File: src/rtl/mems_write_arbiter_if.sv
// Avalon-MM write-only master bundle between the MEMS write arbiter and the on-chip RAM slave.
interface mems_write_arbiter_if;
    logic [31:0] address;
    logic        write;
    logic [7:0]  write_data;
    logic        waitrequest;

    modport master (output address, write, write_data, input waitrequest);
    modport slave  (input address, write, write_data, output waitrequest);
endinterface

File: src/rtl/mems_write_arbiter.sv
// Round-robin sharing of one Avalon-MM RAM write port among NUM_CH mic channels (one-shot mode: MEMS_ONESHOT_EN).
// Strobe to write request is 2 cycles; waitrequest holds the write, and a second strobe on a pending channel is dropped.
module mems_write_arbiter #(
    parameter int          NUM_CH    = 4,
    parameter int          DEPTH     = 1024,
    parameter logic [31:0] BASE_ADDR = 32'd0
) (
    input  logic                 clock,
    input  logic                 reset,
    input  logic                 capture_en,
    input  logic [NUM_CH-1:0]    sample_valid,
    input  logic [8*NUM_CH-1:0]  sample_data,
    mems_write_arbiter_if.master mem,
    output logic [NUM_CH-1:0]    overflow,
    output logic [NUM_CH-1:0]    ch_full
);
    localparam int PW = (DEPTH > 1) ? $clog2(DEPTH) : 1;
    localparam int GW = (NUM_CH > 1) ? $clog2(NUM_CH) : 1;

    typedef enum logic {IDLE, WRITE} state_t;
    state_t state, state_nxt;

    logic [NUM_CH-1:0] pending;
    logic [7:0]        hold [NUM_CH];
    logic [PW-1:0]     ptr  [NUM_CH];
    logic [GW-1:0]     last_grant;
    logic [GW-1:0]     cur;
    logic [NUM_CH-1:0] full_q;

    logic [NUM_CH-1:0] req;
    logic              grant_vld;
    logic [GW-1:0]     grant_idx;
    logic              done;
    int                idx;

    assign ch_full = full_q;

    always_ff @(posedge clock or posedge reset) begin
        if (reset) state <= IDLE;
        else       state <= state_nxt;
    end

    // Full channels keep any stale pending bit but never compete for the port.
    always_comb begin
        state_nxt = state;
        grant_vld = 1'b0;
        grant_idx = last_grant;
        idx       = 0;
        req       = pending & ~full_q;
        done      = (state == WRITE) && mem.write && !mem.waitrequest;
        if (state == IDLE) begin
            if (capture_en) begin
                for (int k = 1; k <= NUM_CH; k++) begin
                    idx = int'(last_grant) + k;
                    if (idx >= NUM_CH) idx = idx - NUM_CH;
                    if (!grant_vld && req[GW'(idx)]) begin
                        grant_vld = 1'b1;
                        grant_idx = GW'(idx);
                    end
                end
            end
            if (grant_vld) state_nxt = WRITE;
        end else if (done) begin
            state_nxt = IDLE;
        end
    end

    always_ff @(posedge clock or posedge reset) begin
        if (reset) begin
            mem.address    <= '0;
            mem.write      <= 1'b0;
            mem.write_data <= '0;
            pending        <= '0;
            overflow       <= '0;
            last_grant     <= GW'(NUM_CH - 1);
            cur            <= '0;
            for (int i = 0; i < NUM_CH; i++) begin
                hold[i] <= '0;
                ptr[i]  <= '0;
            end
        end else begin
            if (grant_vld) begin
                mem.address    <= BASE_ADDR + (32'(grant_idx) << PW) + 32'(ptr[grant_idx]);
                mem.write      <= 1'b1;
                mem.write_data <= hold[grant_idx];
                last_grant     <= grant_idx;
                cur            <= grant_idx;
            end else if (done) begin
                mem.write <= 1'b0;
`ifdef MEMS_ONESHOT_EN
                if (ptr[cur] != PW'(DEPTH - 1)) ptr[cur] <= ptr[cur] + PW'(1);
`else
                ptr[cur] <= ptr[cur] + PW'(1);
`endif
            end

            // A strobe landing on the grant cycle refills the hold register that was just read out.
            for (int i = 0; i < NUM_CH; i++) begin
                if (grant_vld && grant_idx == GW'(i)) pending[i] <= 1'b0;
                if (capture_en && sample_valid[i] && !full_q[i]) begin
                    if (!pending[i] || (grant_vld && grant_idx == GW'(i))) begin
                        hold[i]    <= sample_data[8*i +: 8];
                        pending[i] <= 1'b1;
                    end else begin
                        overflow[i] <= 1'b1;
                    end
                end
            end

            if (state == IDLE && !capture_en) begin
                pending  <= '0;
                overflow <= '0;
                for (int i = 0; i < NUM_CH; i++) ptr[i] <= '0;
            end
        end
    end

`ifdef MEMS_ONESHOT_EN
    always_ff @(posedge clock or posedge reset) begin
        if (reset)                                     full_q <= '0;
        else if (state == IDLE && !capture_en)         full_q <= '0;
        else if (done && ptr[cur] == PW'(DEPTH - 1))   full_q[cur] <= 1'b1;
    end
`else
    assign full_q = '0;
`endif
endmodule

File: src/flat_wrapper.sv
// flat-port wrapper written by rule: the top's interface ports become plain ports
module mems_write_arbiter_flat 
#(
    parameter int          NUM_CH    = 4,
    parameter int          DEPTH     = 1024,
    parameter logic [31:0] BASE_ADDR = 32'd0
)
  (clock, reset, capture_en, sample_valid, sample_data, overflow, ch_full, mem_address, mem_write, mem_write_data, mem_waitrequest);
  mems_write_arbiter_if mem_i ();
  input  logic clock;
  input  logic reset;
  input  logic capture_en;
  input  logic [NUM_CH-1:0] sample_valid;
  input  logic [8*NUM_CH-1:0] sample_data;
  output logic [NUM_CH-1:0] overflow;
  output logic [NUM_CH-1:0] ch_full;
  output wire logic [$bits(mem_i.address)-1:0] mem_address;
  output wire logic [$bits(mem_i.write)-1:0] mem_write;
  output wire logic [$bits(mem_i.write_data)-1:0] mem_write_data;
  input wire logic [$bits(mem_i.waitrequest)-1:0] mem_waitrequest;
  assign mem_address = mem_i.address;
  assign mem_write = mem_i.write;
  assign mem_write_data = mem_i.write_data;
  assign mem_i.waitrequest = mem_waitrequest;
  mems_write_arbiter #(.NUM_CH(NUM_CH), .DEPTH(DEPTH), .BASE_ADDR(BASE_ADDR)) u_core (.clock(clock), .reset(reset), .capture_en(capture_en), .sample_valid(sample_valid), .sample_data(sample_data), .mem(mem_i), .overflow(overflow), .ch_full(ch_full));
endmodule
File: config.mk
export PLATFORM = sky130hd
export DESIGN_NAME = mems_write_arbiter_flat
export DESIGN_NICKNAME = d
export VERILOG_FILES = /design/src/rtl/mems_write_arbiter_if.sv /design/src/rtl/mems_write_arbiter.sv /design/src/flat_wrapper.sv
export SDC_FILE = /design/constraint.sdc
export NUM_CORES = 1
export LEC_CHECK = 0
export BUFFER_PORTS_ARGS = -buffer_cell sky130_fd_sc_hd__buf_2
export CORE_ASPECT_RATIO = 1.4
export CORE_MARGIN = 2
export CORE_UTILIZATION = 61
export CTS_CLUSTER_DIAMETER = 200
export DETAILED_ROUTE_END_ITERATION = 6
export GPL_ROUTABILITY_DRIVEN = 0
export GPL_TIMING_DRIVEN = 0
export PLACE_DENSITY = 0.85
export SKIP_LAST_GASP = 1
export SYNTH_ARGS = -nofsm -noshare
export SYNTH_HDL_FRONTEND = slang
export SYNTH_SLANG_ARGS = --single-unit
export TNS_END_PERCENT = 30
File: constraint.sdc
create_clock -name clock -period 11.75 [get_ports clock]
set_clock_uncertainty 0.05 [all_clocks]
set_input_delay 2.9375 -clock clock [delete_from_list [all_inputs] [get_ports clock]]
set_output_delay 2.9375 -clock clock [all_outputs]
set_load 0.01 [all_outputs]
# After elaboration in Yosys (flattened, before gate mapping)
# Index checks and enable logic that the tools add are counted.
[totals] reg_bits=126 inputBits=40 word_cells=180
[op_classes] n_addsub=10 n_lt_le_gt_ge=11 eq_ne=8 muxes=85 n_bitwise=3 n_reduce_logical=44
[op_table] cell="2-to-1 mux 40 bit" count=3
[op_table] cell="2-to-1 mux 10 bit" count=5
[op_table] cell="2-to-1 mux 1 bit" count=46
[op_table] cell="binary-select mux 10 bit (select 2 bit)" count=2
[op_table] cell="bitwise mux 40 bit" count=1
[op_table] cell="2-to-1 mux 2 bit" count=18
[op_table] cell="demux 10 bit (select 2 bit)" count=1
[op_table] cell="AND reduction 2 bit" count=9
[op_table] cell="binary-select mux 8 bit (select 2 bit)" count=1
[op_table] cell="less-than comparator 2 x 4 -> 1 bit, second input constant" count=4
[op_table] cell="2-to-1 mux 8 bit" count=2
[op_table] cell="greater-or-equal comparator 3 bit, second input constant" count=5
[op_table] cell="logical AND 1 bit" count=15
[op_table] cell="adder 12 x 10 -> 13 bit" count=1
[op_table] cell="nonzero test 2 bit" count=6
[op_table] cell="adder 10 x 1 -> 10 bit, second input constant" count=1
[op_table] cell="!= test 2 bit, second input constant" count=5
[op_table] cell="logical NOT 1 bit" count=9
[op_table] cell="binary-select mux 1 bit (select 2 bit)" count=4
[op_table] cell="2-to-1 mux 4 bit" count=2
[op_table] cell="subtractor 2 x 1 -> 2 bit, second input constant" count=4
[op_table] cell="adder 2 x 2 -> 3 bit, second input constant" count=2
[op_table] cell="NOT 2 -> 3 bit" count=2
[op_table] cell="adder 2 x 3 -> 4 bit, second input constant" count=1
[op_table] cell="other kinds (8)" count=12

# Logic depth before layout (Yosys ltp)
# Gate-level depths: netlist of run 1.
[depth] depth_word=32 mapped_depth=10 depth_no_buf=8

# Worst setup path before layout of run 1
# No wires, ideal clock.
[synth_timing] path_kind="input to register" startpoint="input capture_en" endpoint="register u_core.hold[16] (netlist bit)" arrival_ns=4.588 t_required_ns=11.575 path_slack_ns=6.986 stages=7 path_buffers=1 cell_sequence="or2b_1 -> a41oi_1 -> nor4b_4 -> o211ai_2 -> a21bo_2 -> buf_6 -> mux2_4"
[synth_between] elab_chain_len=6
[synth_lines] element="from (decl)" line="flat_wrapper.sv:12" source="input logic capture_en;"
[synth_lines] element="2-to-1 mux 2 bit / 2-to-1 mux 1 bit (equally long branches)" line="mems_write_arbiter.sv:52" source="if (capture_en) begin"
[synth_lines] element="2-to-1 mux 2 bit / 2-to-1 mux 1 bit (equally long branches)" line="mems_write_arbiter.sv:51" source="if (state == IDLE) begin"
[synth_lines] element="== test 2 x 1 -> 1 bit / 2-to-1 mux 1 bit (equally long branches)" line="mems_write_arbiter.sv:101, mems_write_arbiter.sv:51"
[synth_lines] element="logical AND 1 bit" line="mems_write_arbiter.sv:101" source="if (!pending[i] || (grant_vld && grant_idx == GW'(i))) begin"
[synth_lines] element="logical OR 1 bit" line="mems_write_arbiter.sv:101"
[synth_lines] element="AND reduction 2 bit (no line) (*)"
[synth_lines] element="to (signal, indexed assignment)" line="mems_write_arbiter.sv:102" source="hold[i] <= sample_data[8*i +: 8];"
[synth_lines] element="to (decl)" line="mems_write_arbiter.sv:24" source="logic [7:0] hold [NUM_CH];"
# Every way passes the cells marked *; elsewhere a longest branch is shown, timed or not. The select of a mux whose other input is x is not followed.
# A chain may end at the register's enable or synchronous reset.

# Worst setup path after layout of run 1
[layout_timing] startpoint="input capture_en" endpoint="register u_core.mem.write_data[6]"
[layout_between] elab_chain_len=6
[layout_lines] element="2-to-1 mux 2 bit" line="mems_write_arbiter.sv:52"
[layout_lines] element="2-to-1 mux 2 bit" line="mems_write_arbiter.sv:51"
[layout_lines] element="NOT 2 -> 3 bit (not written as such)" line="mems_write_arbiter.sv:85" source="mem.write_data <= hold[grant_idx];"
[layout_lines] element="binary-select mux 8 bit (select 2 bit)" line="mems_write_arbiter.sv:85"
[layout_lines] element="2-to-1 mux 8 bit (not written as such) (2 in series)" line="mems_write_arbiter.sv:85"
[layout_lines] element="to (signal assigned)" line="mems_write_arbiter.sv:85"
[layout_lines] element="to (decl)" line="mems_write_arbiter_if.sv:8" source="modport master (output address, write, write_data, input waitrequest);"
# Several ways; a longest one is shown, not always the timed one. The select of a mux whose other input is x is not followed.

==> results of run 1 <==
through the flow:
step                worst slack [ns]  hold WS [ns]  power [mW]  utilization [%]  cell area [sq um]
floorplan                      6.034        0.4286      0.9728                -               5479
global placement               5.006        0.4142       1.117            68.90               5931
detailed placement             6.446        0.4242       1.144            69.24               5961
CTS                            6.774        0.4417       1.475            73.08               6291
global route                   6.615        0.4742       1.547            73.08               6291
finish                         6.749        0.4355       1.478            73.08               6291
layout make-up:
type | instances | area, sq um
Multi-Input combinational cell | 318 | 2431
Buffer | 53 | 416.7
Inverter | 7 | 28.78
Sequential cell | 104 | 2605
Clock inverter | 6 | 91.34
Clock buffer | 10 | 239.0
Fill cell | 595 | 2317
Tap cell | 105 | 131.4
Timing Repair Buffer | 65 | 347.8
cells by family (layout without fill, tap and decap cells):
| kind of cell | Yosys count | count (layout) |
|---|---|---|
| AOI/OAI and AO/OA | 93 | 93 |
| DFF | 104 | 104 |
| adders and majority gates | 1 | 1 |
| buffers and inverters | 60 | 141 |
| other | 1 | 24 |
| and+or+nand+nor | 110 | 110 |
| xor gates and xnor gates | 8 | 8 |
| muxes | 82 | 82 |
registers in the layout (all words and copies together) (netlist names):
signal,flops
u_core.mem.write_data,8
u_core.overflow,4
u_core.cur,1
u_core.ptr,40
u_core.last_grant,2
u_core.mem.write,1
u_core.hold,32
u_core.pending,4
u_core.state,1
u_core.mem.address,11
per-layer routing:
metal  track usage [%]  up-vias  routed length, microns
li1                  -     1836                       -
met1             33.41     2030                    4878
met2             53.49      200                    7306
met3             4.810       47                     894
met4             15.91        0                     509
met5                 0        -                       0
path summary, 6_finish.rpt:
kind | to | slack, ns
max | u_core.mem.write_data[6] | 6.75
min | u_core.mem.address[5] | 0.44
max reg2reg | u_core.mem.write_data[6] | 8.89
min reg2reg | u_core.mem.address[5] | 0.44
max in group asynchronous | u_core.ptr[31] | 8.43
min in group asynchronous | u_core.hold[30] | 2.53
cell usage in the layout (no fill, tap or decap), drive strengths merged, types with 8 or more instances in the layout:
| cell type | n |
|---|---|
| mux4 | 10 |
| conb | 24 |
| mux2i | 40 |
| nor2 | 11 |
| dfrtp | 102 |
| nand3 | 41 |
| buf | 101 |
| o221ai | 18 |
| mux2 | 32 |
| o21ai | 49 |
| nand2 | 34 |
| clkbuf | 27 |
| inv | 8 |
synthesized netlist by cell type (all sizes together), types with 2 or more instances:
master / number / share of area, %
a21oi: 6 / 0.77
nor2b: 3 / 0.35
a21o: 2 / 0.30
dfrtp: 102 / 47
clkbuf: 17 / 2.3
inv: 7 / 0.49
a21bo: 2 / 0.37
and2: 4 / 0.46
nor3: 2 / 0.28
nand4b: 3 / 0.49
a21boi: 3 / 0.70
nand2: 34 / 2.4
nand2b: 2 / 0.37
and3: 2 / 0.23
xor2: 7 / 1.1
o211ai: 2 / 0.37
nand3: 41 / 4.1
buf: 36 / 5.4
o21ai: 49 / 4.6
mux4: 10 / 4.2
a31oi: 3 / 0.46
o21a: 2 / 0.28
mux2i: 40 / 7.4
nand4: 2 / 0.23
o221ai: 18 / 2.9
dfstp: 2 / 0.97
nor2: 11 / 0.77
mux2: 32 / 7.2
worst max-delay path, delay by kind of cell:
| family | cells | cell delay, ns |
|---|---|---|
| compound gates | 2 | 0.49 |
| buf+inv | 3 | 0.42 |
| mux | 1 | 0.36 |
| simple gates | 3 | 0.93 |
power groups by stage:
stage	registers, mW	logic (mW)	clock network, mW
after detailed placement	0.536	0.607	0
final	0.536	0.616	0.326
after CTS	0.533	0.614	0.327
after global placement	0.529	0.588	0
after floorplan	0.529	0.444	0
after global routing	0.545	0.661	0.341
==> results.py, run 1 <==
metrics = {
    "run_status": {
        "status": "complete, no violations",
    },
    "sta": {
        "setup_viol": 0,
        "worst_pin_slew_ns": 0.6733,
        "min_period_over_period_pct": 42.56,
        "rsz0062_at_grt": "no",
        "report.final.slew_viol_count": 0,
        "layout_min_cycle_time_ns": 5.001,
        "fmax_ghz": 0.2000,
        "finalHoldViolCount": 0,
        "timing.slew.headroom_pct": 54.87,
        "finalSetupTns_ns": 0,
    },
    "clock_tree": {
        "cts_root_buffer": "clkbuf_16",
        "cts_tree": "yes",
        "clock_latency_ns": 0.35,
        "cts_hold_buf": 0,
        "postCtsResizedCells": 0,
        "clk_pin_slew_ns": 0.07,
        "clock_path_buffers": 2,
        "cts_sinks": 104,
        "post_cts_buffers": 0,
        "cts_made_buffers": 9,
        "htreeDepth": 3,
    },
    "hold_path": {
        "min_path_cells": 2,
        "hold_class": "flop to flop",
        "min_from": "u_core.mem.address[5]",
    },
    "placed_design": {
        "dp_hpwl_mm": 9.116,
        "dp.cells": 652,
        "io_buffers": 64,
    },
    "logic_synthesis": {
        "syn_area_per_cell_sq_um": 11.75,
        "async_reset_ff_share_pct": 100.0,
        "post_synth_and_or_nand_nor_area_fraction_pct": 10.90,
        "synth_flop_cell": "dfrtp_1",
        "netlist_instances": 459,
        "synth_edf_count": 0,
        "post_synth_xor_area_fraction_pct": 1.299,
        "synthMuxAreaShare_pct": 18.84,
        "synth_compound_area_share_pct": 12.13,
        "yosys_warnings": 0,
        "synth_top_family_by_area": "multiplexers",
        "synth_fa_ha_area_share_pct": 0.2320,
        "syn_area_sq_um": 5393,
        "synth.distinct_cells": 63,
        "synth-seq-area-share_pct": 48.31,
        "ys_seq_elements": 104,
    },
    "critical_path": {
        "worst_setup_path_end_kind": "flop",
        "critPathArrivalTime_ns": 5.15,
        "cp_data_required_time_ns": 11.90,
        "crit_path_max_fanout": 10,
        "r2r-start": "u_core.state",
        "crit_path_cell_trace": "buf_2 -> or2b_1 -> a41oi_1 -> nor4b_4 -> nor2_1 -> inv_2 -> buf_6 -> mux2i_1 -> o221ai_1",
        "slowest_delay_ns": 0.50,
        "start_kind": "input pin",
        "crit_path_top_delay_cell": "nor4b_4",
        "crit_start": "capture_en",
        "reg2reg_depth": 8,
        "worstSetupPathType": "input pin to flop",
    },
    "power": {
        "power.switching_mw": 0.5472,
        "swShare_pct": 37.01,
        "peakVddDrop_v": 0.0002050,
        "p_leak_nw": 3.002,
        "p_seq_share_pct": 36.2,
        "clock_power_share_pct": 22.1,
        "pwr-share-comb_pct": 41.7,
        "internal_power_mw": 0.9311,
        "power.density_nw_per_um2": 235.0,
    },
    "global_route": {
        "grt_max_degree": 78,
        "grt_usage_pct": 29.48,
        "antenna_found_initial": 0,
        "overflow": 0,
        "grt_pass1_wl_mm": 21.78,
        "grt_pass1_vias": 4291,
    },
    "layout": {
        "num-nets-final": 599,
        "fin_cells": 668,
        "drive_gt1_share_pct": 33.04,
        "diodes": 0,
        "syn_to_final_growth_pct": 16.66,
    },
    "routing": {
        "route.detailed.wl_per_inst_microns": 20.34,
        "drcViolationCount": 0,
        "drtIter0Drc": 416,
        "dr.pass1.iters": 5,
        "via_count": 4113,
        "drtAntennaViolNets": 0,
        "avgViaCountPerCell": 6.157,
        "wl_mm": 13.59,
    },
    "floorplan": {
        "row_count": 40,
        "dieHeight_microns": 115.3,
        "fp.coreArea_sq_um": 8608,
        "ios": 89,
        "initial_core_util_pct": 62.65,
        "die_area_sq_um": 9619,
        "die_w_microns": 83.47,
    },
    "flow_run": {
        "cap_violations": 0,
    },
}
Note: power is estimated with default switching activity, not from simulation.
==> run 2: changes to the inputs <==
--- a/config.mk
+++ b/config.mk
@@ -8,12 +8,12 @@
 export BUFFER_PORTS_ARGS = -buffer_cell sky130_fd_sc_hd__buf_2
 export CORE_ASPECT_RATIO = 1.4
 export CORE_MARGIN = 2
-export CORE_UTILIZATION = 61
+export CORE_UTILIZATION = 57
 export CTS_CLUSTER_DIAMETER = 200
 export DETAILED_ROUTE_END_ITERATION = 6
 export GPL_ROUTABILITY_DRIVEN = 0
 export GPL_TIMING_DRIVEN = 0
-export PLACE_DENSITY = 0.85
+export PLACE_DENSITY = 0.81
 export SKIP_LAST_GASP = 1
 export SYNTH_ARGS = -nofsm -noshare
 export SYNTH_HDL_FRONTEND = slang
==> constraint.sdc (replaced) <==
create_clock -name clock -period 5.15 [get_ports clock]
set_clock_uncertainty 0.05 [all_clocks]
set_input_delay 1.2875 -clock clock [delete_from_list [all_inputs] [get_ports clock]]
set_output_delay 1.2875 -clock clock [all_outputs]
set_load 0.01 [all_outputs]
==> results.py, run 2 (synthesized netlist as in run 1, its figures left out) <==
metrics = {
    "critical_path": {
        "crit_path_top_delay_cell": "nor4b_4",
        "crit_end": "u_core.mem.write_data[6]",
        "slowest_delay_ns": 0.50,
        "cp_data_required_time_ns": 5.31,
        "crit_start": "capture_en",
        "worst_setup_path_end_kind": "flop",
        "critPathTopFamily": "simple AND/OR/NAND/NOR gates",
        "r2r-start": "u_core.last_grant[1]",
        "start_kind": "input pin",
        "r2r_setup_slack_ns": 2.39,
        "worstSetupPathType": "input pin to flop",
        "worst-path-buf-inv": 3,
        "reg2reg_depth": 10,
        "worst_r2r_endpoint": "u_core.mem.write_data[6]",
        "critPathArrivalTime_ns": 3.38,
        "crit_path_max_fanout": 10,
        "crit_path_cell_trace": "buf_2 -> or2b_1 -> a41oi_1 -> nor4b_4 -> nor2_1 -> inv_2 -> buf_6 -> mux2i_1 -> o221ai_1",
        "path_depth": 9,
    },
    "routing": {
        "dr.pass1.iters": 6,
        "drtIter0Drc": 322,
        "route.detailed.wl_per_inst_microns": 19.98,
        "drtAntennaViolNets": 0,
        "drcViolationCount": 0,
        "via_count": 4093,
        "wl_mm": 13.45,
        "avgViaCountPerCell": 6.082,
    },
    "layout": {
        "diodes": 0,
        "final_cell_mix": "102 x dfrtp_1, 67 x buf_2, 47 x o21ai_0",
        "num-nets-final": 599,
        "fillers": 712,
        "regArea_sq_um": 2605,
        "multi_input_area_sq_um": 2431,
        "largest_register_ff_count": 40,
        "drive_gt1_share_pct": 32.86,
        "final_common_cell": "dfrtp_1",
        "regMostFlops": "u_core.ptr",
        "top_regs": "u_core.ptr x40, u_core.hold x32, u_core.mem.address x11",
        "syn_to_final_growth_pct": 16.19,
        "fin_util_pct": 66.99,
    },
    "clock_tree": {
        "postCtsResizedCells": 0,
        "cts_root_buffer": "clkbuf_16",
        "clk_pin_slew_ns": 0.07,
        "cts_hold_buf": 0,
        "cts_tree": "yes",
        "cts_made_buffers": 9,
        "htreeDepth": 3,
        "cts_sinks": 104,
        "clock_path_buffers": 2,
        "post_cts_buffers": 0,
        "clock_latency_ns": 0.35,
    },
    "floorplan": {
        "ios": 89,
        "die_area_sq_um": 10270,
        "die_w_microns": 86.21,
        "fp.coreArea_sq_um": 9354,
        "dieHeight_microns": 119.1,
        "row_count": 42,
        "initial_core_util_pct": 57.65,
    },
    "global_route": {
        "grt_usage_pct": 27.67,
        "overflow": 0,
        "grt_pass1_wl_mm": 21.70,
        "antenna_found_initial": 0,
        "grt_max_degree": 54,
        "grt_pass1_vias": 4207,
    },
    "sta": {
        "finalHoldViolCount": 0,
        "setup_viol": 0,
        "finalSetupTns_ns": 0,
        "hold_slack_ns": 0.4373,
        "timing.slew.headroom_pct": 55.90,
        "report.final.slew_viol_count": 0,
        "min_period_over_period_pct": 62.43,
        "worst_pin_slew_ns": 0.6615,
        "layout_min_cycle_time_ns": 3.215,
        "fmax_ghz": 0.3110,
        "rsz0062_at_grt": "no",
    },
    "placed_design": {
        "dp_hpwl_mm": 9.133,
        "io_buffers": 64,
    },
    "hold_path": {
        "min_path_cells": 2,
        "hold_class": "flop to flop",
    },
    "power": {
        "p_leak_nw": 2.984,
        "peakVddDrop_v": 0.0003716,
        "power.density_nw_per_um2": 529.5,
    },
    "flow_run": {
        "cap_violations": 0,
    },
    "run_status": {
        "status": "complete, no violations",
    },
}
[run 2: changes by cell type in the layout (fill, tap and decap cells not counted), sizes merged]
| cell | change |
|---|---|
| bufinv | -1 |
| clkbuf | +1 |
| clkinvlp | +1 |
| inv | -1 |
[run 2: final cells by class]
cell class / count / area share [%]
clock inverter: 5 / 0.8986
multi-input combinational: 318 / 38.80
sequential: 104 / 41.57
inverter: 7 / 0.4593
timing repair buffer: 65 / 5.551
tap: 110 / 2.196
buffer: 53 / 6.649
clock buffer: 11 / 3.874
[run 2: through the flow]
stage	cells	power, mW	cell area, sq um	setup slack [ns]
detailed placement	657	2.608	5967	1.580
floorplan	482	2.220	5479	1.084
finish	673	3.318	6266	1.935
CTS	673	3.311	6266	1.930
global route	673	3.469	6266	1.744
global placement	656	2.560	5937	-0.02298
[run 2: report_power, final]
part,total (mW),internal [mW],switching [mW],leakage (nW)
combinational,1.40,0.629,0.773,1.50
clock,0.693,0.390,0.304,0.145
sequential,1.22,1.05,0.168,1.34
total,3.32,2.07,1.25,2.98
[run 2: routing by layer]
metal	track usage [%]	part of all wire (%)	vias to the layer above
met3	3.881	6.5	38
met1	34.34	37	2022
met5	0	0	-
met4	15.33	4.0	0
li1	-	-	1827
met2	46.08	52	206
[run 2: how the worst min path moves through the flow]
stage	end	start	slack, ns
2_1_floorplan	u_core.hold[10]	u_core.hold[10]	0.43
3_5_place_dp	u_core.mem.address[0]	u_core.mem.address[0]	0.42
6_report	u_core.mem.address[5]	u_core.mem.address[5]	0.44
4_1_cts	u_core.mem.address[2]	u_core.mem.address[2]	0.44
5_1_grt	u_core.mem.write_data[7]	u_core.mem.write_data[7]	0.46
3_3_place_gp	u_core.overflow[2]	u_core.overflow[2]	0.41
[run 2: worst min-delay path, cell delays in order, from the launching register on]
cell      delay, ns
dfrtp_1        0.34
nand2_1        0.05
o221ai_1       0.06
